`src/rtl/fwd_width_adapter_pkg.sv`:
```
// Shared helpers for the forwarder/packet-memory width adapter: ratio and
// select-width derivation plus the big-endian slice-index convention.
`ifndef FWD_WIDTH_ADAPTER_PKG_SV
`define FWD_WIDTH_ADAPTER_PKG_SV

// Slice k of a wide word, slice 0 in the most-significant position.
`define FWD_SLICE(data, k, mw, fw) data[(mw)-1-(k)*(fw) -: (fw)]

package fwd_width_adapter_pkg;

    function automatic int clog2(input int value);
        int r;
        r = 0;
        while ((1 << r) < value) r++;
        return r;
    endfunction

    function automatic int ratio_of(input int mem_w, input int fwd_w);
        return mem_w / fwd_w;
    endfunction

    function automatic int sel_w_of(input int mem_w, input int fwd_w);
        return clog2(mem_w / fwd_w);
    endfunction

    function automatic int slice_msb(input int k, input int mem_w, input int fwd_w);
        return mem_w - 1 - k * fwd_w;
    endfunction

endpackage

`endif

```
`src/rtl/fwd_sel_delay.sv`:
```
// Fixed-depth shift register with asynchronous active-low clear; carries the
// slice select alongside the packet-memory read latency.
module fwd_sel_delay #(
    parameter int WIDTH = 1,
    parameter int DEPTH = 1
) (
    input  logic             clk,
    input  logic             rst_n,
    input  logic [WIDTH-1:0] d,
    output logic [WIDTH-1:0] q
);

    logic [WIDTH-1:0] stage_p [DEPTH];

    always_ff @(posedge clk or negedge rst_n) begin
        if (!rst_n) begin
            for (int i = 0; i < DEPTH; i++) stage_p[i] <= '0;
        end else begin
            stage_p[0] <= d;
            for (int i = 1; i < DEPTH; i++) stage_p[i] <= stage_p[i-1];
        end
    end

    assign q = stage_p[DEPTH-1];

endmodule

```
`src/rtl/fwd_width_adapter.sv`:
```
// Read-path width adapter: forwarder word address -> packet-memory address,
// returning the requested big-endian slice after the memory latency.
// Optional output register: define FWD_WIDTH_ADAPTER_OREG_EN (latency MEM_LAT+1).
module fwd_width_adapter
    import fwd_width_adapter_pkg::*;
#(
    parameter int MEM_WIDTH      = 64,
    parameter int FWD_WIDTH      = 32,
    parameter int MEM_ADDR_WIDTH = 9,
    parameter int FWD_ADDR_WIDTH = 10,
    parameter int MEM_LAT        = 1
) (
    input  logic                      clk,
    input  logic                      rst_n,
    input  logic [FWD_ADDR_WIDTH-1:0] fwd_addr,
    output logic [FWD_WIDTH-1:0]      fwd_rd_data,
    output logic [MEM_ADDR_WIDTH-1:0] mem_addr,
    input  logic [MEM_WIDTH-1:0]      mem_rd_data
);

    localparam int RATIO = ratio_of(MEM_WIDTH, FWD_WIDTH);
    localparam int SEL_W = sel_w_of(MEM_WIDTH, FWD_WIDTH);

    if (MEM_WIDTH % FWD_WIDTH != 0) begin : g_chk_multiple
        $fatal(1, "MEM_WIDTH must be an integer multiple of FWD_WIDTH");
    end
    if ((RATIO & (RATIO - 1)) != 0) begin : g_chk_pow2
        $fatal(1, "MEM_WIDTH/FWD_WIDTH must be a power of two");
    end
    if (FWD_ADDR_WIDTH != MEM_ADDR_WIDTH + SEL_W) begin : g_chk_addr
        $fatal(1, "FWD_ADDR_WIDTH must equal MEM_ADDR_WIDTH + clog2(ratio)");
    end
    if (MEM_LAT < 1) begin : g_chk_lat
        $fatal(1, "MEM_LAT must be at least 1");
    end

    logic [FWD_WIDTH-1:0] rd_comb;

    if (SEL_W == 0) begin : g_pass
        assign mem_addr = fwd_addr;
        assign rd_comb  = mem_rd_data;
    end else begin : g_split
        logic [SEL_W-1:0] sel_q;

        assign mem_addr = fwd_addr[FWD_ADDR_WIDTH-1:SEL_W];

        // Select travels with the read so back-to-back addresses never see a stale slice.
        fwd_sel_delay #(
            .WIDTH (SEL_W),
            .DEPTH (MEM_LAT)
        ) u_sel_delay (
            .clk   (clk),
            .rst_n (rst_n),
            .d     (fwd_addr[SEL_W-1:0]),
            .q     (sel_q)
        );

        always_comb begin
            rd_comb = `FWD_SLICE(mem_rd_data, 0, MEM_WIDTH, FWD_WIDTH);
            for (int k = 1; k < RATIO; k++) begin
                if (sel_q == SEL_W'(k)) rd_comb = `FWD_SLICE(mem_rd_data, k, MEM_WIDTH, FWD_WIDTH);
            end
        end
    end

`ifdef FWD_WIDTH_ADAPTER_OREG_EN
    // ---- output register stage: one cycle after the select pipeline ----
    logic [FWD_WIDTH-1:0] rd_data_p1;

    always_ff @(posedge clk or negedge rst_n) begin
        if (!rst_n) rd_data_p1 <= '0;
        else        rd_data_p1 <= rd_comb;
    end

    assign fwd_rd_data = rd_data_p1;
`else
    assign fwd_rd_data = rd_comb;
`endif

endmodule

```
`config.mk`:
```
export PLATFORM = sky130hd
export DESIGN_NAME = fwd_width_adapter
export DESIGN_NICKNAME = d
export VERILOG_FILES = /design/src/rtl/fwd_width_adapter_pkg.sv /design/src/rtl/fwd_sel_delay.sv /design/src/rtl/fwd_width_adapter.sv
export SDC_FILE = /design/constraint.sdc
export NUM_CORES = 1
export LEC_CHECK = 0
export BUFFER_PORTS_ARGS = -buffer_cell sky130_fd_sc_hd__clkbuf_2
export CAP_MARGIN = 20
export CORE_MARGIN = 5
export CORE_UTILIZATION = 28
export DETAILED_ROUTE_END_ITERATION = 16
export PLACE_DENSITY_LB_ADDON = 0.05
export SYNTH_ARGS = -nofsm -noshare
export SYNTH_HDL_FRONTEND = slang
export SYNTH_SLANG_ARGS = --single-unit
export TNS_END_PERCENT = 20
```
`constraint.sdc`:
```
create_clock -name clk -period 2.7 [get_ports clk]
set_input_delay 0.54 -clock clk [delete_from_list [all_inputs] [get_ports clk]]
set_output_delay 0.54 -clock clk [all_outputs]
set_load 0.05 [all_outputs]
```
==> results of run 1 <==
[power by group through the flow]
stage	Combinational (mW)	Sequential, mW	Clock (mW)
2_1_floorplan	0.263	0.0163	0
3_3_place_gp	0.297	0.0210	0
3_5_place_dp	0.298	0.0213	0
4_1_cts	0.298	0.0212	0
5_1_grt	0.309	0.0215	0
6_report	0.295	0.0211	0
[synthesized netlist by cell type (all sizes together)]
cell,number,area [µm²]
dfrtp,1,25.0
mux2,32,473
buf,13,139
[logic make-up (layout without fill, tap and decap cells)]
kind of cell | count (synthesis) | after routing | share of synthesized area
buf+inv | 13 | 99 | 0.218
flops | 1 | 1 | 0.0393
mux | 32 | 32 | 0.743
[worst max-delay path, cell delays in order, from the launching register on]
cell,delay (ps)
dfrtp_2,590
buf_12,240
mux2_4,320
clkbuf_2,240
[path summary, 6_finish.rpt]
check	end	cells past startpoint	slack, ps
min	g_split.u_sel_delay.q$_DFF_PN0_	1	320
max	fwd_rd_data[24]	3	760
min in group clk	g_split.u_sel_delay.q$_DFF_PN0_	1	650
max in group asynchronous	g_split.u_sel_delay.q$_DFF_PN0_	1	2290
[layer usage]
metal | GRT usage | part of all wire
met1 | 0.142 | 0.31
met2 | 0.274 | 0.58
met3 | 0.0445 | 0.097
met4 | 0.0199 | 0.014
met5 | 0 | 0
[metrics by stage]
step           hold slack (ps)  power (mW)  cell area [µm²]  std cells
2_1_floorplan              244       0.279              637         46
3_3_place_gp               316       0.318             1040        160
3_5_place_dp               315       0.319             1040        160
4_1_cts                    316       0.320             1040        160
5_1_grt                    325       0.330             1040        160
6_report                   316       0.316             1040        160
[area by class of cell]
type,instances,area share
tap,28,0.0335
multi-input combinational,32,0.453
sequential,1,0.0251
timing repair buffer,99,0.489
[placed cells by master (no fill, tap or decap), drive strengths merged]
| master | count |
|---|---|
| buf | 1 |
| clkbuf | 98 |
| dfrtp | 1 |
| mux2 | 32 |
==> out/metrics.cfg, run 1 <==
[drt]
first_iter_violations=4
vias=678
drt.antenna.violating_nets=0
vias_per_cell=4.24
wl_per_cell_um=15.3
drc=0
dr.pass1.iters=2
wirelength_mm=2.44

[cells_and_area]
fin_nets=210
area_growth_pct=64.0
post-route-util=0.477
regArea_um2=26.3
drive_gt1_frac=1.00
multiInputGateArea_um2=473
num_antenna_cells=0
largest_register_ffs=1
fillers=227

[clocking]
cts_resized=0
clk_pin_slew_worst_paths_ps=0
holdBufCountCts=0
postCtsSetupBuffers=0

[synth]
seq_area_frac_synth=0.0393
syn_inst=46
syn_nets=122
synth.distinct_cells=6
syn-cell-area_um2=637
yosys_warnings=0
syn_area_per_cell_um2=13.8
ys_ff_latch=1

[worst_setup_path]
cp_max_fo=20
end_kind=output pin
crit_start=g_split.u_sel_delay.q$_DFF_PN0_
crit_type=register to output pin
worstPathArrival_ps=1400
required_ps=2160
start_kind=register

[floorplan]
pin_count=117
die_h_um=57.7
dieArea_um2=3330
row_count=17
die_width_um=57.7
core-area_um2=2190
initial_utilization=0.291

[global_route]
grt-ovfl-total=0
grt_antenna_before_repair=0
grt_pass1_vias=742
grt_max_degree=21
track_usage=0.139
grt_pass1_wl_mm=3.70

[power_and_ir_drop]
p_switching_uw=186
p_leak_nw=0.681
internal_power_uw=130
seqPwrFrac=0.067
peakVddDrop_mv=0.142
p_per_area_nw_per_um2=302
p_sw_frac=0.587
comb_power_share=0.933
p_clk_frac=0

[timing]
fin_setup_tns_ps=0
maxSlewViolCount=0
post-route-period-util=0.717
fin_ws_ps=764
fmax_ghz=0.517
hold_violations=0
setup_viol=0
worst_pin_slew_ps=392
slew-limit-headroom=0.739
rsz0062_at_grt=false
min_period_ps=1940

[placement]
post-place-ws_ps=747
dp_hpwl_mm=2.35
port_buffers=98
gp_congestion=0.708

[worst_hold_path]
hold_path_class=primary input to asynchronous set/reset pin

[run]
cap_violations=0

[outcome]
outcome=complete, no violations

Note: power is estimated with default switching activity, not from simulation.
==> inputs of run 2 (changes only) <==
Settings changed: CORE_UTILIZATION 28 to 26.
Clock period 2.7 ns to 1.9 ns, I/O delays scaled along.
==> run 2 against run 1 <==
Compared with the run above:
- first-iteration DRC count grew to 3.3 times the previous value
- worst hold slack got worse by 160 ps
- utilization down 3.9 points
- global-route usage decreased by 1.8 points
- flip-flop and latch count unchanged
- power increased by 43%
- die area grew 6.3%
- cell count increased by 1.9%
- combinational power increased by 44%
- setup slack got worse by 400 ps
- via count increased by 1.0%
==> out/metrics.cfg, run 2 (synthesis gave the netlist of run 1 again) <==
[power_and_ir_drop]
p_per_area_nw_per_um2=427
peakVddDrop_mv=0.266
p_leak_nw=0.686

[cells_and_area]
finalInstanceArea_um2=1050
final_common_cell=clkbuf_2
largest_register_ffs=1
mostFrequentLayoutCells=98 x clkbuf_2, 30 x mux2_4, 2 x mux2_2
area_growth_pct=65.6
stdcell_count=163
drive_gt1_frac=1.00
fin_nets=211
num_antenna_cells=0

[drt]
first_iter_violations=13
vias_per_cell=4.20
vias=685
dr.pass1.iters=2
wl_per_cell_um=14.6
drc=0
drt.antenna.violating_nets=0
wirelength_mm=2.39

[global_route]
grt-ovfl-total=0
grt_max_degree=23
grt_use_met3=0.0479
grt_antenna_before_repair=0
use_met2=0.239
track_usage=0.120
grt_pass1_vias=739
grt_pass1_wl_mm=3.33
grt_util_met1=0.123
grt-busiest-layer=met2

[timing]
maxSlewViolCount=0
slew-limit-headroom=0.809
min_period_ps=1540
fin_setup_tns_ps=0
setup_viol=0
worst_pin_slew_ps=288
rsz0062_at_grt=false
post-route-period-util=0.810
fmax_ghz=0.650
hold_violations=0

[worst_hold_path]
hold_path_class=primary input to asynchronous set/reset pin

[floorplan]
initial_utilization=0.264
die_h_um=59.5
dieArea_um2=3540
die_width_um=59.5
core-area_um2=2410
pin_count=117
row_count=18

[worst_setup_path]
worstPathArrival_ps=1160
required_ps=1520
end_kind=output pin
cp_max_fo=22
crit_type=register to output pin
start_kind=register

[clocking]
clk_pin_slew_worst_paths_ps=0
holdBufCountCts=0
postCtsSetupBuffers=0
cts_resized=0

[placement]
port_buffers=98
dp_cells=163
gp_congestion=0.778
place_area_um2=1050

[run]
cap_violations=0

[outcome]
outcome=complete, no violations

## run 2: changes by cell type in the layout (fill, tap and decap cells not counted)
cell / previous run / this run
buf_4: 0 / 1
## run 2: path summary, 6_finish.rpt
kind                                                 start                              end  slack [ps]  cells past startpoint
worst max-delay path       g_split.u_sel_delay.q$_DFF_PN0_                  fwd_rd_data[30]         360                      3
max in group asynchronous                            rst_n  g_split.u_sel_delay.q$_DFF_PN0_        1650                      1
worst min-delay path                                 rst_n  g_split.u_sel_delay.q$_DFF_PN0_         160                      1
min in group clk                               fwd_addr[0]  g_split.u_sel_delay.q$_DFF_PN0_         490                      1
## run 2: per-layer routing
| layer | wire [µm] | part of all wire |
|---|---|---|
| met5 | 0 | 0 |
| met4 | 10 | 0.0042 |
| met3 | 410 | 0.17 |
| met2 | 1240 | 0.52 |
| met1 | 724 | 0.30 |
## run 2: through the flow
step	util	hold WS, ps	power [mW]	setup slack (ps)
after CTS	0.438	157	0.455	355
after floorplan	-	84.4	0.397	515
final	0.438	156	0.451	361
after global routing	0.438	161	0.471	318
after global placement	0.438	157	0.454	365
after detailed placement	0.438	156	0.454	357
## run 2: power by group
part	total (mW)	leakage (nW)	internal (mW)	switching, mW
logic	0.426	0.675	0.164	0.263
registers	0.0242	0.0107	0.0230	0.00122
clock network	0	0	0	0
total	0.451	0.686	0.187	0.264
## run 2: layout make-up
cell class              count  area (µm²)
well taps                  30        37.5
multi-input cells          32         473
repair buffers            100         518
fillers                   234        1360
flip-flops and latches      1        26.3
## run 2: worst max-delay path, stage by stage, from the launching register on
cell	delay (ps)
dfrtp_2	360
buf_12	200
mux2_2	350
clkbuf_2	240
==> inputs of run 3 (changes only) <==
Settings changed: ABC_AREA set to 1, CORE_UTILIZATION 26 to 22.
Clock period 1.9 ns to 1.3 ns, I/O delays scaled along.
==> run 3 against run 2 <==
Compared with the run above:
- die area increased by 7.0%
- worst hold slack got worse by 120 ps
- sequential power increased by 55%
- utilization increased by 5.4 points
- setup slack got worse by 320 ps
- global-route usage down 0.48 points
- via count increased by 40%
- wire length up 1.3%
- critical path type unchanged
- largest cell class unchanged
- largest power group unchanged
==> out/metrics.cfg, run 3 <==
[drt]
vias_per_cell=4.17
vias=960
first_iter_violations=11
wl_per_cell_um=10.5
dr.pass1.iters=2
wirelength_mm=2.42
drc=0
drt.antenna.violating_nets=0

[worst_setup_path]
end_kind=output pin
cp_max_fo=29
required_ps=1040
crit_chain=inv_8 -> buf_12 -> nand2_2 -> nand2_2 -> buf_12
critPathMaxStageDelay_ps=440
start_kind=register
slowest_stage=dfrtp_2
worstPathArrival_ps=1000
crit_type=register to output pin

[placement]
port_buffers=98
place_area_um2=1170
dp_hpwl_mm=2.15
dp_cells=230
gp_congestion=0.643

[timing]
min_period_ps=1260
post-route-period-util=0.971
fmax_ghz=0.792
rsz0062_at_grt=true
slew-limit-headroom=0.881
worst_pin_slew_ps=179
setup_viol=0
maxSlewViolCount=0
hold_violations=0
whs_ps=35.1

[synth]
synthSimpleGateAreaFrac=0.660
syn_inst=114
seq_area_frac_synth=0.0428
syn-cell-area_um2=584
yosys_warnings=0
synthTopCellsByCount=86 x nand2_1, 10 x nand2_2, 9 x buf_4
synth_area_leaders=nand2_1 55%, buf_4 12%, nand2_2 11%, clkbuf_8 7.1%, buf_6 5.8%
synth_top_area_cell=nand2_1
synth_fa_ha_area_frac=0
synth_compound_area_frac=0
async_flop_share=1.00
yosysMostFrequentCell=nand2_1
syn_area_per_cell_um2=5.13
syn_nets=190
synth_top_family_by_area=simple AND/OR/NAND/NOR gates
ys.flop_type=dfrtp_1
synth-edff-count=0
synthMuxAreaShare=0
synthXorXnorAreaFrac=0
yosysTopAreaCellShare=0.552
synth.distinct_cells=8
ys_ff_latch=1

[global_route]
grt_pass1_vias=911
use_met2=0.272
grt_util_met1=0.0977
grt-ovfl-total=0
grt_max_degree=30
grt_pass1_wl_mm=3.48
grt-busiest-layer=met2
track_usage=0.115
grt_use_met3=0.0231
grt_antenna_before_repair=0

[outcome]
outcome=complete, no violations

[floorplan]
initial_utilization=0.234
core-area_um2=2500
row_count=18
die_width_um=61.5
pin_count=117
dieArea_um2=3790
die_h_um=61.5

[clocking]
clk_pin_slew_worst_paths_ps=0
postCtsSetupBuffers=0

[cells_and_area]
stdcell_count=230
finalInstanceArea_um2=1230
fin_nets=278
area_growth_pct=110
largest_register_ffs=1
drive_gt1_frac=0.600
mostFrequentLayoutCells=80 x nand2_1, 66 x clkbuf_2, 21 x clkbuf_4
final_common_cell=nand2_1
post-route-util=0.492
num_antenna_cells=0
fillers=272

[power_and_ir_drop]
p_leak_nw=0.799
peakVddDrop_mv=0.314
p_per_area_nw_per_um2=607

[worst_hold_path]
hold_path_class=primary input to asynchronous set/reset pin

[run]
cap_violations=0

-- run 3: logic make-up (layout without fill, tap and decap cells) --
family        Yosys count  in the layout
buf+inv                17            103
simple gates           96             96
flops                   1              1
-- run 3: timing repair --
action / CTS / global route
setup endpoints to repair: 21 / 30
gates cloned: 0 / 0
hold buffers: 0 / 0
gates resized for setup: 21 / 2
-- run 3: layout make-up --
type / instances / area (µm²) / share of cell area
repair buffers: 102 / 754 / 0.613
inverters: 1 / 11.3 / 0.00916
well taps: 30 / 37.5 / 0.0305
flip-flops and latches: 1 / 26.3 / 0.0214
multi-input cells: 96 / 400 / 0.326
-- run 3: worst max-delay path, delay by kind of cell (launching register included) --
| family | cells | cell delay, ps |
|---|---|---|
| buffers and inverters | 3 | 450 |
| flip-flops | 1 | 440 |
| AND/OR/NAND/NOR | 2 | 110 |
-- run 3: per-stage QoR --
stage	setup TNS, ps	total power [mW]	setup slack, ps
final	0	0.747	37.9
after global routing	-138	0.792	-23.3
after CTS	-131	0.753	-24.0
after detailed placement	-758	0.727	-73.6
after global placement	-349	0.719	-41.4
after floorplan	-12.7	0.527	-2.28
-- run 3: power by group --
group	switching [mW]	leakage (nW)	total, mW	internal [mW]
Combinational	0.428	0.789	0.710	0.281
Clock	0	0	0	0
Sequential	0.00374	0.0107	0.0374	0.0336
Total	0.432	0.799	0.747	0.315
-- run 3: worst max path at each step --
stage	from	end	slack, ps	cells after the start
CTS	g_split.u_sel_delay.q$_DFF_PN0_	fwd_rd_data[24]	-20	4
global route	g_split.u_sel_delay.q$_DFF_PN0_	fwd_rd_data[28]	-20	5
finish	g_split.u_sel_delay.q$_DFF_PN0_	fwd_rd_data[28]	40	5
global placement	g_split.u_sel_delay.q$_DFF_PN0_	fwd_rd_data[19]	-40	4
floorplan	g_split.u_sel_delay.q$_DFF_PN0_	fwd_rd_data[4]	-2	5
detailed placement	g_split.u_sel_delay.q$_DFF_PN0_	fwd_rd_data[24]	-70	4
-- run 3: layer usage --
metal | up-vias | wire, µm | share of wire
met3 | 0 | 336 | 0.14
li1 | 498 | - | -
met2 | 59 | 1380 | 0.57
met1 | 403 | 703 | 0.29
met5 | - | 0 | 0
met4 | 0 | 0 | 0
